<file path="src/rtl/gh_video_pkg.sv">
// Shared video constants, write-bundle type and sink FSM encodings.
// Imported by the plot sink, its FIFO and the framebuffer write interface.
package gh_video_pkg;

  localparam int SCREEN_W = 160;
  localparam int SCREEN_H = 120;
  localparam int X_W      = 8;
  localparam int Y_W      = 7;
  localparam int COLOUR_W = 3;
  localparam int ADDR_W   = 15;
  localparam int NPIX     = SCREEN_W * SCREEN_H;

  localparam logic [COLOUR_W-1:0] CLEAR_COLOUR = '0;

  localparam logic [1:0] IDLE  = 2'd0;
  localparam logic [1:0] WRITE = 2'd1;
  localparam logic [1:0] CLEAR = 2'd2;

  typedef struct packed {
    logic [ADDR_W-1:0]   addr;
    logic [COLOUR_W-1:0] colour;
  } px_wr_t;

  function automatic logic [ADDR_W-1:0] xy_to_addr(
    input logic [X_W-1:0] x,
    input logic [Y_W-1:0] y
  );
    return ADDR_W'(y) * ADDR_W'(SCREEN_W) + ADDR_W'(x);
  endfunction

endpackage

</file>
<file path="src/rtl/pixel_write_sink_if.sv">
// Framebuffer write port: valid/ready handshake carrying address and colour.
// The sink drives the master side, the framebuffer RAM the slave side.
interface pixel_write_sink_if;
  import gh_video_pkg::*;

  logic                wr_en;
  logic [ADDR_W-1:0]   wr_addr;
  logic [COLOUR_W-1:0] wr_data;
  logic                wr_ready;

  modport master (
    output wr_en,
    output wr_addr,
    output wr_data,
    input  wr_ready
  );

  modport slave (
    input  wr_en,
    input  wr_addr,
    input  wr_data,
    output wr_ready
  );

endinterface

</file>
<file path="src/rtl/pixel_fifo.sv">
// Show-ahead synchronous FIFO of buffered pixel writes.
// Head is valid whenever the FIFO is not empty.
module pixel_fifo
  import gh_video_pkg::*;
#(
  parameter int DEPTH = 4
) (
  input  logic                   clk,
  input  logic                   reset,
  input  logic                   i_push,
  input  px_wr_t                 i_data,
  input  logic                   i_pop,
  output px_wr_t                 o_head,
  output logic [$clog2(DEPTH):0] o_count,
  output logic                   o_full,
  output logic                   o_empty
);

  localparam int PW = $clog2(DEPTH);

  px_wr_t        r_mem [DEPTH];
  logic [PW-1:0] r_wr;
  logic [PW-1:0] r_rd;
  logic [PW:0]   r_cnt;

  logic w_push;
  logic w_pop;

  assign o_full  = (r_cnt == (PW+1)'(DEPTH));
  assign o_empty = (r_cnt == '0);
  assign o_count = r_cnt;
  assign o_head  = r_mem[r_rd];

  assign w_push = i_push && !o_full;
  assign w_pop  = i_pop && !o_empty;

  always_ff @(posedge clk) begin
    if (!reset) begin
      r_wr  <= '0;
      r_rd  <= '0;
      r_cnt <= '0;
    end else begin
      if (w_push) r_wr <= r_wr + 1'b1;
      if (w_pop)  r_rd <= r_rd + 1'b1;
      r_cnt <= r_cnt
             + {{PW{1'b0}}, w_push}
             - {{PW{1'b0}}, w_pop};
    end
  end

  always_ff @(posedge clk) begin
    if (w_push) r_mem[r_wr] <= i_data;
  end

endmodule

</file>
<file path="src/rtl/pixel_write_sink.sv">
// Plot sink: clips plots, buffers linear-address writes and issues them
// to the framebuffer, with a full-screen clear sweep on request.
module pixel_write_sink
  import gh_video_pkg::*;
#(
  parameter int FIFO_DEPTH = 4
) (
  input  logic                clk,
  input  logic                reset,
  input  logic                i_plot,
  input  logic [X_W-1:0]      i_x,
  input  logic [Y_W-1:0]      i_y,
  input  logic [COLOUR_W-1:0] i_colour,
  input  logic                i_clear,
  output logic                o_busy,
  output logic                o_clip,
  output logic                o_overflow,
  output logic                o_clear_done,
  pixel_write_sink_if.master  fb
);

  localparam int CW = $clog2(FIFO_DEPTH) + 1;
  localparam logic [ADDR_W-1:0] LAST = ADDR_W'(NPIX - 1);

  logic [1:0]        r_state;
  logic              r_pend;
  logic [ADDR_W-1:0] r_sweep;
  logic              r_stg_v;
  px_wr_t            r_stg;
  logic              r_clip;
  logic              r_ovf;
  logic              r_done;

  px_wr_t          w_head;
  logic [CW-1:0]   w_count;
  logic            w_full;
  logic            w_empty;
  logic            w_inb;
  logic            w_acc;
  logic            w_push;
  logic            w_pop;
  logic            w_hs;
  logic            w_idle;
  logic            w_wr;
  logic            w_clr;

  assign w_idle = (r_state == IDLE);
  assign w_wr   = (r_state == WRITE);
  assign w_clr  = (r_state == CLEAR);

  assign w_inb = (i_x < X_W'(SCREEN_W))
              && (i_y < Y_W'(SCREEN_H));

  // i_clear counts as busy in its own cycle so a coincident plot is dropped
  assign o_busy = (w_count + CW'(r_stg_v) >= CW'(FIFO_DEPTH))
               || w_clr || r_pend || i_clear;

  assign w_acc  = i_plot && !o_busy;
  assign w_push = r_stg_v && !w_full;
  assign w_hs   = fb.wr_en && fb.wr_ready;
  assign w_pop  = w_hs && w_wr;

  pixel_fifo #(.DEPTH(FIFO_DEPTH)) u_fifo (
    .clk     (clk),
    .reset   (reset),
    .i_push  (w_push),
    .i_data  (r_stg),
    .i_pop   (w_pop),
    .o_head  (w_head),
    .o_count (w_count),
    .o_full  (w_full),
    .o_empty (w_empty)
  );

  always_ff @(posedge clk) begin
    if (!reset) begin
      r_stg_v <= 1'b0;
      r_stg   <= '0;
      r_clip  <= 1'b0;
      r_ovf   <= 1'b0;
    end else begin
      r_stg_v <= w_acc && w_inb;
      if (w_acc && w_inb) begin
        r_stg.addr   <= xy_to_addr(i_x, i_y);
        r_stg.colour <= i_colour;
      end
      r_clip <= w_acc && !w_inb;
      if (i_clear)
        r_ovf <= 1'b0;
      else if (i_plot && o_busy)
        r_ovf <= 1'b1;
    end
  end

  always_ff @(posedge clk) begin
    if (!reset) begin
      r_state <= IDLE;
      r_pend  <= 1'b0;
      r_sweep <= '0;
      r_done  <= 1'b0;
    end else begin
      r_done <= 1'b0;
      unique case (1'b1)
        w_idle: begin
          if (i_clear || r_pend) begin
            r_state <= CLEAR;
            r_pend  <= 1'b0;
          end else if (!w_empty || w_push) begin
            r_state <= WRITE;
          end
        end
        w_wr: begin
          if (w_hs) begin
            if (r_pend || i_clear) begin
              r_state <= CLEAR;
              r_pend  <= 1'b0;
            end else if (w_count == CW'(1) && !w_push) begin
              r_state <= IDLE;
            end
          end else if (i_clear) begin
            r_pend <= 1'b1;
          end
        end
        w_clr: begin
          if (w_hs) begin
            if (r_sweep == LAST) begin
              r_sweep <= '0;
              r_state <= IDLE;
              r_done  <= 1'b1;
            end else begin
              r_sweep <= r_sweep + 1'b1;
            end
          end
        end
        default: r_state <= IDLE;
      endcase
    end
  end

  assign fb.wr_en   = w_wr || w_clr;
  assign fb.wr_addr = w_clr ? r_sweep
                    : w_wr  ? w_head.addr
                    : '0;
  assign fb.wr_data = w_clr ? CLEAR_COLOUR
                    : w_wr  ? w_head.colour
                    : '0;

  assign o_clip       = r_clip;
  assign o_overflow   = r_ovf;
  assign o_clear_done = r_done;

endmodule

</file>
<file path="src/flat_wrapper.sv">
// flat-port wrapper written by rule: the top's interface ports become plain ports
module pixel_write_sink_flat import gh_video_pkg::*;
#(
  parameter int FIFO_DEPTH = 4
)
  (clk, reset, i_plot, i_x, i_y, i_colour, i_clear, o_busy, o_clip, o_overflow, o_clear_done, fb_wr_en, fb_wr_addr, fb_wr_data, fb_wr_ready);
  pixel_write_sink_if fb_i ();
  input  logic clk;
  input  logic reset;
  input  logic i_plot;
  input  logic [X_W-1:0] i_x;
  input  logic [Y_W-1:0] i_y;
  input  logic [COLOUR_W-1:0] i_colour;
  input  logic i_clear;
  output logic o_busy;
  output logic o_clip;
  output logic o_overflow;
  output logic o_clear_done;
  output wire logic [$bits(fb_i.wr_en)-1:0] fb_wr_en;
  output wire logic [$bits(fb_i.wr_addr)-1:0] fb_wr_addr;
  output wire logic [$bits(fb_i.wr_data)-1:0] fb_wr_data;
  input wire logic [$bits(fb_i.wr_ready)-1:0] fb_wr_ready;
  assign fb_wr_en = fb_i.wr_en;
  assign fb_wr_addr = fb_i.wr_addr;
  assign fb_wr_data = fb_i.wr_data;
  assign fb_i.wr_ready = fb_wr_ready;
  pixel_write_sink #(.FIFO_DEPTH(FIFO_DEPTH)) u_core (.clk(clk), .reset(reset), .i_plot(i_plot), .i_x(i_x), .i_y(i_y), .i_colour(i_colour), .i_clear(i_clear), .o_busy(o_busy), .o_clip(o_clip), .o_overflow(o_overflow), .o_clear_done(o_clear_done), .fb(fb_i));
endmodule
</file>
<file path="config.mk">
export PLATFORM = sky130hd
export DESIGN_NAME = pixel_write_sink_flat
export DESIGN_NICKNAME = d
export VERILOG_FILES = /design/src/rtl/gh_video_pkg.sv /design/src/rtl/pixel_write_sink_if.sv /design/src/rtl/pixel_fifo.sv /design/src/rtl/pixel_write_sink.sv /design/src/flat_wrapper.sv
export SDC_FILE = /design/constraint.sdc
export NUM_CORES = 1
export LEC_CHECK = 0
export CORE_MARGIN = 1
export CORE_UTILIZATION = 56
export CTS_CLUSTER_DIAMETER = 40
export DETAILED_ROUTE_END_ITERATION = 6
export GPL_TIMING_DRIVEN = 0
export PLACE_DENSITY_LB_ADDON = 0.12
export SYNTH_ARGS = -nofsm -noshare
export SYNTH_HDL_FRONTEND = slang
export SYNTH_SLANG_ARGS = --single-unit
</file>
<file path="constraint.sdc">
create_clock -name clk -period 3.5 [get_ports clk]
set_input_delay 0.525 -clock clk [delete_from_list [all_inputs] [get_ports clk]]
set_output_delay 0.525 -clock clk [all_outputs]
set_load 0.05 [all_outputs]
</file>
==> metrics.md <==
| Metric | Value |
|---|---|
| PwrDens | between 600 and 700 mW/mm^2 |
| Final Hold Vio Count | 0 |
| Initial DRC count | 182 |
| #FFs+latches synth | 121 |
| Detailed Route WL | ~11 mm |
| Gp weighted congestion | between 0.8 and 0.9 |
| Gr ovfl total | 0 |
| Most frequent cells in the layout | edfxtp_1 (72), dfxtp_1 (49), nor2_1 (46) |
| Synth unique cells | 53 |
| Fin crit period | ~3.4 ns |
| Crit Path Category | flop to primary output |
| CP startpoint | u_core.r_state[0] |
| Root buf cell | clkbuf_8 |
| CP max stage cell | clkdlybuf4s50_1 |
| Worst path buffer plus inverter count | 4 |
| Antenna fix cells | 0 |
| Die ar. | 0.0100 mm^2 |
| Most common cell after layout, fill and taps aside | edfxtp_1 |
| Mapped Cells | 407 |
| CP Max Fanout | 10 |
| Slowest stage delay, CP | roughly 0.8 ns |
| Area grow syn2layout | 21.6% |
| Clk Latency, worst-skew pair | 0.53 ns |
| IO Pins | 46 |
| DP Cell Count | 581 |
| Synth Cell Area | 0.00539 mm^2 |
| Least-Margin Pin Slew | between 1 and 1.5 ns |
| Site Rows | 35 |
| IO Port Bufs | 45 |
| RSZ-0062 raised after global routing | no |
| Routed len/inst | about 19 um |
| Register area share after synthesis | 58.3% |
| Vias per cell | between 5 and 6 |
| Initial Util | 58.1% |
| Slew Viols, Final | 0 |
| Reg2Reg Depth | 11 |
| Critical Path End | fb_wr_addr[5] |
| Final setup TNS | 0 ns |
| GR Util All Layers | 25.2% |
| Mean Syn Cell Area | between 10 and 15 um^2 |
| Mapped Nets | approximately 460 |
| Fillcell total | between 600 and 700 |
| Clock-pin transition on the worst setup and hold timing paths | approximately 0.06 ns |
| CP delay by family, top | buffers and inverters |
| Drt first pass iters | 5 |
| Depth of the CTS H-tree | 4 |
| Synthesis Warnings | 0 |
| Outcome | finished clean |
| Routed via count | 3534 |
| Core area | 0.00928 mm^2 |
| Finished Layout Cells | 612 |
| Dpl hpwl | about 7.4 mm |
| Number of global-route vias before repair | roughly 3500 |
| Worst endpoint data arrival time | about 2.8 ns |
| CTS Buf Count | 17 |
| Die Ht | 100 um |
| CP cell instances | inv_1 > ha_1 > buf_2 > clkbuf_1 > a22o_1 > clkdlybuf4s50_1 |
| CP endpoint kind | primary output |
| Max cap viols | 0 |
| Detail Route Antenna Nets | 0 |
| Initial antenna violation count | 0 |
| Maximum vdd drop | around 0.5 mV |
| Residual DRC | 0 |
| Final setup fails | 0 |
| Reg2reg end | u_core.u_fifo.o_count[2] |
| Critical Path RT | around 3.0 ns |
| Final #Nets | 519 |
| CTS tree | yes |
| Leakage | 2.38 nW |
| Worst r2r src | u_core.u_fifo.o_count[1] |
| Fin crit share | ~96% |
| Die Width | between 100 and 150 um |
| Post-synth ARST share | 0% |
| Top_reg_cell synth | edfxtp_1 |
| Share of layout cells above drive strength 1 | 13.5% |
| Largest net degree at the start of global routing | 19 |
| CTS Buffer Depth | 2 |
| # clock sinks | 121 |
| Hold Path Class | flop to flop |
| Final core utilization | 70.6% |
| Post-synth EDFFs | 72 |
| CP startpoint kind | flop |
| Setup slack, reg-to-reg | 1.05 ns |
| Crit path depth | 6 |
| Clock Skew | 0.00693 ns |
| Rel. slew slack | 27.0% |
| FMAX | around 300 MHz |
| First-pass GRT wire length | 18.2 mm |
==> registers in the layout, indices dropped and copies added, names as in the netlist, named ones only <==
register,count
u_core.o_overflow,1
u_core.u_fifo.o_count,3
u_core.u_fifo.r_mem,72
u_core.r_state,2
u_core.u_fifo.r_rd,2
u_core.r_pend,1
u_core.o_clip,1
u_core.r_stg,18
u_core.r_stg_v,1
u_core.u_fifo.r_wr,2
u_core.r_sweep,15
u_core.o_clear_done,1
==> worst min path at each step <==
stage	from	endpoint	cells after the start
2_1_floorplan	u_core.r_stg[17]	u_core.u_fifo.r_mem[0][17]	0
6_report	u_core.r_state[0]	u_core.r_state[0]	2
3_5_place_dp	u_core.r_state[0]	u_core.r_state[0]	2
5_1_grt	u_core.r_state[0]	u_core.r_state[0]	2
3_3_place_gp	u_core.r_state[1]	u_core.r_state[1]	2
4_1_cts	u_core.r_state[0]	u_core.r_state[0]	2
==> per-stage QoR <==
stage	total power [mW]	hold WS [ns]	setup WS, ns	instance area (um^2)
after floorplan	2.29	0.455	0.910	5390
after global placement	2.55	0.474	0.0889	6000
after detailed placement	2.57	0.480	0.0714	6000
after CTS	4.19	0.489	0.116	6550
after global routing	4.32	0.523	0.00248	6560
final	4.17	0.485	0.140	6560
==> report_power, final <==
group | internal [mW] | total (mW) | leakage, nW | switching, mW
Clock | 0.909 | 1.64 | 0.274 | 0.728
Sequential | 1.58 | 1.63 | 1.06 | 0.0521
Combinational | 0.316 | 0.900 | 1.04 | 0.584
Total | 2.81 | 4.17 | 2.38 | 1.36
==> timing repair <==
| item | CTS | global route |
|---|---|---|
| gates resized for setup | 15 | 3 |
| setup endpoints to repair | 17 | 3 |
| hold buffers | 0 | 0 |
| buffers inserted | 0 | 0 |
| hold endpoints to repair | 0 | 0 |
==> kinds of logic (layout without fill, tap and decap cells) <==
| kind of cell | Yosys count | count (layout) | share of synthesized area (%) |
|---|---|---|---|
| and+or+nand+nor | 124 | 124 | 12.1 |
| DFF | 121 | 121 | 58.3 |
| AOI/OAI and AO/OA | 52 | 52 | 7.08 |
| muxes | 32 | 32 | 10.1 |
| buffers and inverters | 28 | 104 | 2.11 |
| adders and majority gates | 26 | 26 | 6.45 |
| xor gates and xnor gates | 24 | 24 | 3.90 |
==> cell usage after synthesis, drive strengths merged, types with 2 or more instances <==
master   n  area share (%)
and2     8            0.93
nand2   18             1.3
nor2    47             3.3
and3     5            0.58
nand4    8            0.93
a21oi    8            0.74
dfxtp   49              18
nor4b    2            0.32
a31oi    3            0.35
nor3     3            0.49
and4     2            0.32
nor2b    2            0.23
buf      6            0.58
a21o     2            0.30
mux4    18             7.5
xnor2   10             1.6
ha      23             5.3
nand2b   2            0.23
edfxtp  72              40
clkbuf   9            0.63
nor3b    2            0.28
a22o    15             2.4
nand3   13             1.2
xor2    14             2.3
fa       3             1.1
mux2i   14             2.6
nor4     7             1.2
inv     13            0.90
o21ai   11             1.1
a211oi   4            0.79
o31ai    2            0.28
==> worst min-delay path: cells and delay by family (launching register included) <==
family | cells | cell delay, ns
DFF | 1 | 0.33
and+or+nand+nor | 1 | 0.06
muxes | 1 | 0.05
==> area by class of cell <==
type                       count  area (um^2)  area share (%)
clock buffer                  17          414            6.32
inverter                      13         48.8           0.744
multi-input combinational    258         2140            32.6
sequential                   121         3140            47.9
clock inverter                15          145            2.21
timing repair buffer          45          440            6.72
tap                          129          161            2.46
buffer                        14         67.6            1.03
==> layer usage <==
layer	GRT usage, %	part of all wire, %	vias to the layer above	wire [um]
li1	-	-	1666	-
met1	31.9	43	1741	4920
met2	39.3	48	104	5500
met3	6.75	4.7	23	534
met4	14.6	3.5	0	401
met5	0	0	-	0
(Power assumes the default switching activity.)
